<file path="src/rtl/lb_arbiter.sv">
//==============================================================================
// lb_arbiter : round-robin two-master arbiter for the local-bus target,
//              bounded hold per owner, read data routed by an owner tag pipe.
// Optional: define LB_ARBITER_STATS_EN for transfer/contention counters.
// Revision: 1.0
//==============================================================================
`default_nettype none

module lb_arbiter #(
  parameter int AW       = 24,
  parameter int DW       = 32,
  parameter int READ_LAT = 3,
  parameter int HOLD_MAX = 16
) (
  input  logic          lb_clk,
  input  logic          rstn,
  input  logic          m0_req,
  input  logic          m0_rd,
  input  logic          m0_write,
  input  logic [AW-1:0] m0_addr,
  input  logic [DW-1:0] m0_wdata,
  output logic          m0_grant,
  output logic          m0_rd_valid,
  output logic [DW-1:0] m0_rdata,
  input  logic          m1_req,
  input  logic          m1_rd,
  input  logic          m1_write,
  input  logic [AW-1:0] m1_addr,
  input  logic [DW-1:0] m1_wdata,
  output logic          m1_grant,
  output logic          m1_rd_valid,
  output logic [DW-1:0] m1_rdata,
  output logic          lb_strobe,
  output logic          lb_rd,
  output logic          lb_write,
  output logic [AW-1:0] lb_addr,
  output logic [DW-1:0] lb_data_out,
`ifdef LB_ARBITER_STATS_EN
  input  logic          stats_clr,
  output logic [15:0]   m0_xfer_cnt,
  output logic [15:0]   m1_xfer_cnt,
  output logic [15:0]   contend_cnt,
`endif
  input  logic [DW-1:0] lb_din
);

  typedef enum logic [1:0] {
    IDLE = 2'd0,
    OWN0 = 2'd1,
    OWN1 = 2'd2
  } state_t;

  localparam logic [7:0] HOLD_LIM = 8'(HOLD_MAX);

  state_t        state;
  logic          last_owner;
  logic [7:0]    hold_cnt;
  logic          lb_owner;
  logic [READ_LAT-1:0] tag_v;
  logic [READ_LAT-1:0] tag_o;

  logic       acc0, acc1;
  logic [7:0] cnt_next;
  logic       at_limit;

  assign acc0     = (state == OWN0) & m0_req & m0_grant;
  assign acc1     = (state == OWN1) & m1_req & m1_grant;
  assign cnt_next = (hold_cnt == HOLD_LIM) ? hold_cnt : hold_cnt + 8'd1;
  assign at_limit = (cnt_next == HOLD_LIM);

  // Grant is the state delayed by one cycle, so a newly chosen owner sees
  // its grant one cycle after the decision and a departing owner keeps it
  // through the first IDLE cycle, which forces the turnaround gap.
  always_ff @(posedge lb_clk or negedge rstn) begin
    if (!rstn) begin
      state      <= IDLE;
      last_owner <= 1'b1;
      hold_cnt   <= 8'd0;
      m0_grant   <= 1'b0;
      m1_grant   <= 1'b0;
    end else begin
      m0_grant <= (state == OWN0);
      m1_grant <= (state == OWN1);
      case (state)
        IDLE: begin
          if (m0_req && (!m1_req || last_owner)) state <= OWN0;
          else if (m1_req)                       state <= OWN1;
        end
        OWN0: begin
          if (!m0_req || (acc0 && at_limit && m1_req)) begin
            state      <= IDLE;
            last_owner <= 1'b0;
            hold_cnt   <= 8'd0;
          end else if (acc0) begin
            hold_cnt <= cnt_next;
          end
        end
        OWN1: begin
          if (!m1_req || (acc1 && at_limit && m0_req)) begin
            state      <= IDLE;
            last_owner <= 1'b1;
            hold_cnt   <= 8'd0;
          end else if (acc1) begin
            hold_cnt <= cnt_next;
          end
        end
        default: state <= IDLE;
      endcase
    end
  end

  // Command issue: address/data hold their last value when idle.
  always_ff @(posedge lb_clk or negedge rstn) begin
    if (!rstn) begin
      lb_strobe   <= 1'b0;
      lb_rd       <= 1'b0;
      lb_write    <= 1'b0;
      lb_addr     <= '0;
      lb_data_out <= '0;
      lb_owner    <= 1'b0;
    end else begin
      lb_strobe <= acc0 | acc1;
      if (acc0) begin
        lb_rd       <= m0_rd;
        lb_write    <= m0_write;
        lb_addr     <= m0_addr;
        lb_data_out <= m0_wdata;
        lb_owner    <= 1'b0;
      end else if (acc1) begin
        lb_rd       <= m1_rd;
        lb_write    <= m1_write;
        lb_addr     <= m1_addr;
        lb_data_out <= m1_wdata;
        lb_owner    <= 1'b1;
      end else begin
        lb_rd    <= 1'b0;
        lb_write <= 1'b0;
      end
    end
  end

  // Stage READ_LAT-1 lines up with valid lb_din for the read it tags.
  always_ff @(posedge lb_clk or negedge rstn) begin
    if (!rstn) begin
      tag_v <= '0;
      tag_o <= '0;
    end else begin
      tag_v[0] <= lb_strobe & lb_rd;
      tag_o[0] <= lb_owner;
      for (int i = 1; i < READ_LAT; i++) begin
        tag_v[i] <= tag_v[i-1];
        tag_o[i] <= tag_o[i-1];
      end
    end
  end

  assign m0_rd_valid = tag_v[READ_LAT-1] & ~tag_o[READ_LAT-1];
  assign m1_rd_valid = tag_v[READ_LAT-1] &  tag_o[READ_LAT-1];
  assign m0_rdata    = lb_din;
  assign m1_rdata    = lb_din;

`ifdef LB_ARBITER_STATS_EN
  logic contend;
  assign contend = (m0_req & ~m0_grant) | (m1_req & ~m1_grant);

  always_ff @(posedge lb_clk or negedge rstn) begin
    if (!rstn) begin
      m0_xfer_cnt <= 16'd0;
      m1_xfer_cnt <= 16'd0;
      contend_cnt <= 16'd0;
    end else if (stats_clr) begin
      m0_xfer_cnt <= 16'd0;
      m1_xfer_cnt <= 16'd0;
      contend_cnt <= 16'd0;
    end else begin
      if (acc0 && m0_xfer_cnt != 16'hFFFF) m0_xfer_cnt <= m0_xfer_cnt + 16'd1;
      if (acc1 && m1_xfer_cnt != 16'hFFFF) m1_xfer_cnt <= m1_xfer_cnt + 16'd1;
      if (contend && contend_cnt != 16'hFFFF) contend_cnt <= contend_cnt + 16'd1;
    end
  end
`endif

endmodule

`default_nettype wire
</file>
<file path="config.mk">
export PLATFORM = sky130hd
export DESIGN_NAME = lb_arbiter
export DESIGN_NICKNAME = d
export VERILOG_FILES = /design/src/rtl/lb_arbiter.sv
export SDC_FILE = /design/constraint.sdc
export NUM_CORES = 1
export LEC_CHECK = 0
export ABC_CLOCK_PERIOD_IN_PS = 3100
export CORE_UTILIZATION = 37
export CTS_CLUSTER_DIAMETER = 150
export DETAILED_ROUTE_END_ITERATION = 7
export GPL_TIMING_DRIVEN = 1
export PLACE_DENSITY = 0.92
export SYNTH_ARGS = -nofsm -noshare
export SYNTH_HDL_FRONTEND = slang
export SYNTH_SLANG_ARGS = --single-unit
</file>
<file path="constraint.sdc">
create_clock -name lb_clk -period 3.1 [get_ports lb_clk]
set_clock_uncertainty 0.2 [all_clocks]
set_input_delay 0.31 -clock lb_clk [delete_from_list [all_inputs] [get_ports lb_clk]]
set_output_delay 0.31 -clock lb_clk [all_outputs]
set_load 0.02 [all_outputs]
</file>
==> summary.md <==
| Metric | Value |
|---|---|
| Crit-path cells | `inv_1, ha_1, or3b_2, o22ai_2, o211ai_1, nor4_1, o31a_4, nor2_2, mux2_2` |
| RSZ-0062 raised after global routing | `no` |
| Fmax | `353 MHz` |
| Data arrival, critical path | `between 2 and 3 ns` |
| DR vias | `between 3000 and 4000` |
| Largest net degree at the start of global routing | `80` |
| Synth Instances | `about 430` |
| Min-Delay Endpoint | `tag_o[2]$_DFF_PN0_` |
| Worst-Margin Slew | `around 0.99 ns` |
| CTS tree | `done` |
| Synth async-reset ratio | `100%` |
| Synth area leaders | `dfrtp_1 46%, mux2i_1 13%, buf_4 11%, o21ai_0 7.2%, nand2_1 5.9%` |
| I/O pin total | `~280` |
| Hold path start | `tag_o[1]$_DFF_PN0_` |
| CP startpoint kind | `register` |
| Yosys warns | `0` |
| Reg-to-Reg End | `hold_cnt[0]$_DFFE_PN0P_` |
| Final setup fails | `0` |
| Core Box Area | `approximately 0.011 mm²` |
| Initial DRC Count | `150` |
| CP Data Required Time | `3.11 ns` |
| Htree depth | `3` |
| Total power | `4.95 mW` |
| Site Rows | `38` |
| LEAKAGE | `between 2 and 3 nW` |
| Wirelength per Cell | `15.3 µm` |
| Vias in the first global route | `~3400` |
| Max_cap viols | `0` |
| Fin nets | `approximately 700` |
| Post-layout util | `between 50% and 60%` |
| Syn Nets | `583` |
| Routed WL | `10400 µm` |
| Total CTS buffers | `9` |
| Hold Violations, Final | `0` |
| GPL Wtd Cong | `roughly 0.87` |
| Die ar. | `approximately 0.012 mm²` |
| Dpl cells | `666` |
| PD cells | `825 mW/mm²` |
| Mean post-synth cell area | `approximately 10 µm²` |
| Reg2Reg Depth | `9` |
| Worst setup EP type | `register` |
| Initial Utilization | `38.5%` |
| Root Buffer | `clkbuf_16` |
| Origin of the critical flop-to-flop path | `hold_cnt[1]$_DFFE_PN0P_` |
| Most common cell after layout, fill and taps aside | `clkdlybuf4s50_1` |
| Final worst-path cycle share | `91.3%` |
| Layout cells sized above 1 | `roughly 6.5%` |
| Post-DP HPWL | `around 7900 µm` |
| Worst path max stage delay | `0.49 ns` |
| Critical setup path kind | `reg2reg` |
| Dpl cell area | `0.00572 mm²` |
| DR pass1 iterations | `6` |
| TNS Setup | `0 ns` |
| Synthesized area | `around 0.0042 mm²` |
| Top FF cell, synth | `dfrtp_1` |
| Number of synthesized register bits | `79` |
| Synth area leader | `dfrtp_1` |
| N_diodes | `0` |
| Die Ht | `roughly 110 µm` |
| Final instance area | `between 0.005 and 0.006 mm²` |
| Pins Over Slew Limit | `0` |
| Port Buffers | `182` |
| Min Tclk post-route | `between 2 and 3 ns` |
| Gr ovfl total | `0` |
| CP max stage cell | `or3b_2` |
| First-pass GRT wire length | `~16000 µm` |
| Sequential area share after synthesis | `a little under half` |
| Initial antenna violation count | `0` |
| CTS Sinks | `79` |
| Post-CTS Setup Inserts | `0` |
| Number of synthesized flops with an enable pin | `0` |
| Clk pin slew, worst setup/hold paths | `0.06 ns` |
| Library cells used by synthesis | `45` |
| Crit-path max FO | `9` |
| Antenna-violating nets left | `0` |
| Top cell type's share of synthesized area | `46.2%` |
| Clk_lat worst skew | `0.32 ns` |
| Fill cells | `approximately 960` |
| Clk buf depth | `2` |
| Post-route insts no fill | `between 600 and 700` |
| Hold Path Class | `reg2reg` |
| Commonest non-fill, non-tap cells in the layout | `181 x clkdlybuf4s50_1, 78 x dfrtp_1, 66 x nand2_1` |
| Vias per cell | `between 4 and 5` |
| Slew headroom | `34.0%` |
| Die Width | `between 100 and 150 µm` |
| Status | `complete, no violations` |
| Drt drc | `0` |
| Area growth syn-to-layout | `41.8%` |
| VDD IR max | `just under 0.4 mV` |
| Worst Hold Path Cells | `0` |
| R2R setup slack | `~0.27 ns` |
| Total track usage | `17.3%` |
-- layout make-up --
cell class | instances | area [µm²] | area share, %
flip-flops and latches | 79 | 1980 | 33.0
repair buffers | 186 | 1880 | 31.3
multi-input cells | 253 | 1670 | 27.8
clock buffers | 10 | 229 | 3.82
well taps | 140 | 175 | 2.92
clock inverters | 5 | 33.8 | 0.564
inverters | 9 | 33.8 | 0.564
-- worst max-delay path: cells and delay by family, from the launching register on --
kind,cells,cell delay [ns]
compound gates,3,0.54
fa+ha+maj,1,0.14
buf+inv,1,0.11
flops,1,0.45
mux,1,0.28
simple gates,3,1.00
-- through the flow --
step                      setup slack [ns]  hold WS [ns]
after floorplan                      0.544        -0.186
after global placement               0.435         0.132
after detailed placement             0.274         0.135
after CTS                            0.304         0.149
after global routing                0.0864         0.161
final                                0.270         0.148
-- per-layer routing --
| metal | vias up | share of wire, % | global-route usage [%] |
|---|---|---|---|
| met4 | 0 | 1.4 | 6.27 |
| met1 | 1610 | 39 | 18.6 |
| met3 | 27 | 8.8 | 5.92 |
| met5 | - | 0 | 0 |
| met2 | 156 | 51 | 31.0 |
| li1 | 1614 | - | - |
-- state kept, by name (all words and copies together), names as in the netlist, 2 cells and up --
register / flops
hold_cnt: 8
lb_addr: 24
lb_data_out: 32
state: 2
tag_o: 3
tag_v: 3
-- logic make-up after synthesis --
kind of cell | Yosys count | synth area share (%)
and+or+nand+nor | 96 | 10.3
buffers and inverters | 94 | 14.1
AOI/OAI and AO/OA | 92 | 13.2
DFF | 79 | 46.8
muxes | 57 | 13.5
adders and majority gates | 5 | 1.48
xor gates and xnor gates | 3 | 0.622
-- cell usage after synthesis, drive strengths merged (5+ instances only) --
master  count
o21ai      62
mux2i      56
nor2        5
a21oi       6
buf        71
nand3       6
dfrtp      78
inv         9
clkbuf     14
nand2      67
ha          5
a21o        6
a22o        6
-- power by group --
group          total (mW)  leakage [nW]  switching [mW]  internal (mW)
combinational        2.25          1.69            1.12           1.14
clock               0.930         0.125           0.393          0.537
sequential           1.76         0.994           0.296           1.47
-- worst max path at each step --
stage	from	slack, ns	end
global route	hold_cnt[0]$_DFFE_PN0P_	0.09	hold_cnt[0]$_DFFE_PN0P_
CTS	hold_cnt[1]$_DFFE_PN0P_	0.30	hold_cnt[0]$_DFFE_PN0P_
finish	hold_cnt[1]$_DFFE_PN0P_	0.27	hold_cnt[0]$_DFFE_PN0P_
global placement	hold_cnt[1]$_DFFE_PN0P_	0.43	hold_cnt[0]$_DFFE_PN0P_
floorplan	hold_cnt[1]$_DFFE_PN0P_	0.54	hold_cnt[0]$_DFFE_PN0P_
detailed placement	hold_cnt[1]$_DFFE_PN0P_	0.27	hold_cnt[0]$_DFFE_PN0P_
-- repair_timing --
| action | CTS | global route |
|---|---|---|
| hold buffers | 1 | 0 |
| endpoints found under the hold margin | 47 | 0 |
| resized for setup | 0 | 0 |
Power figures use the tool's default switching activity.
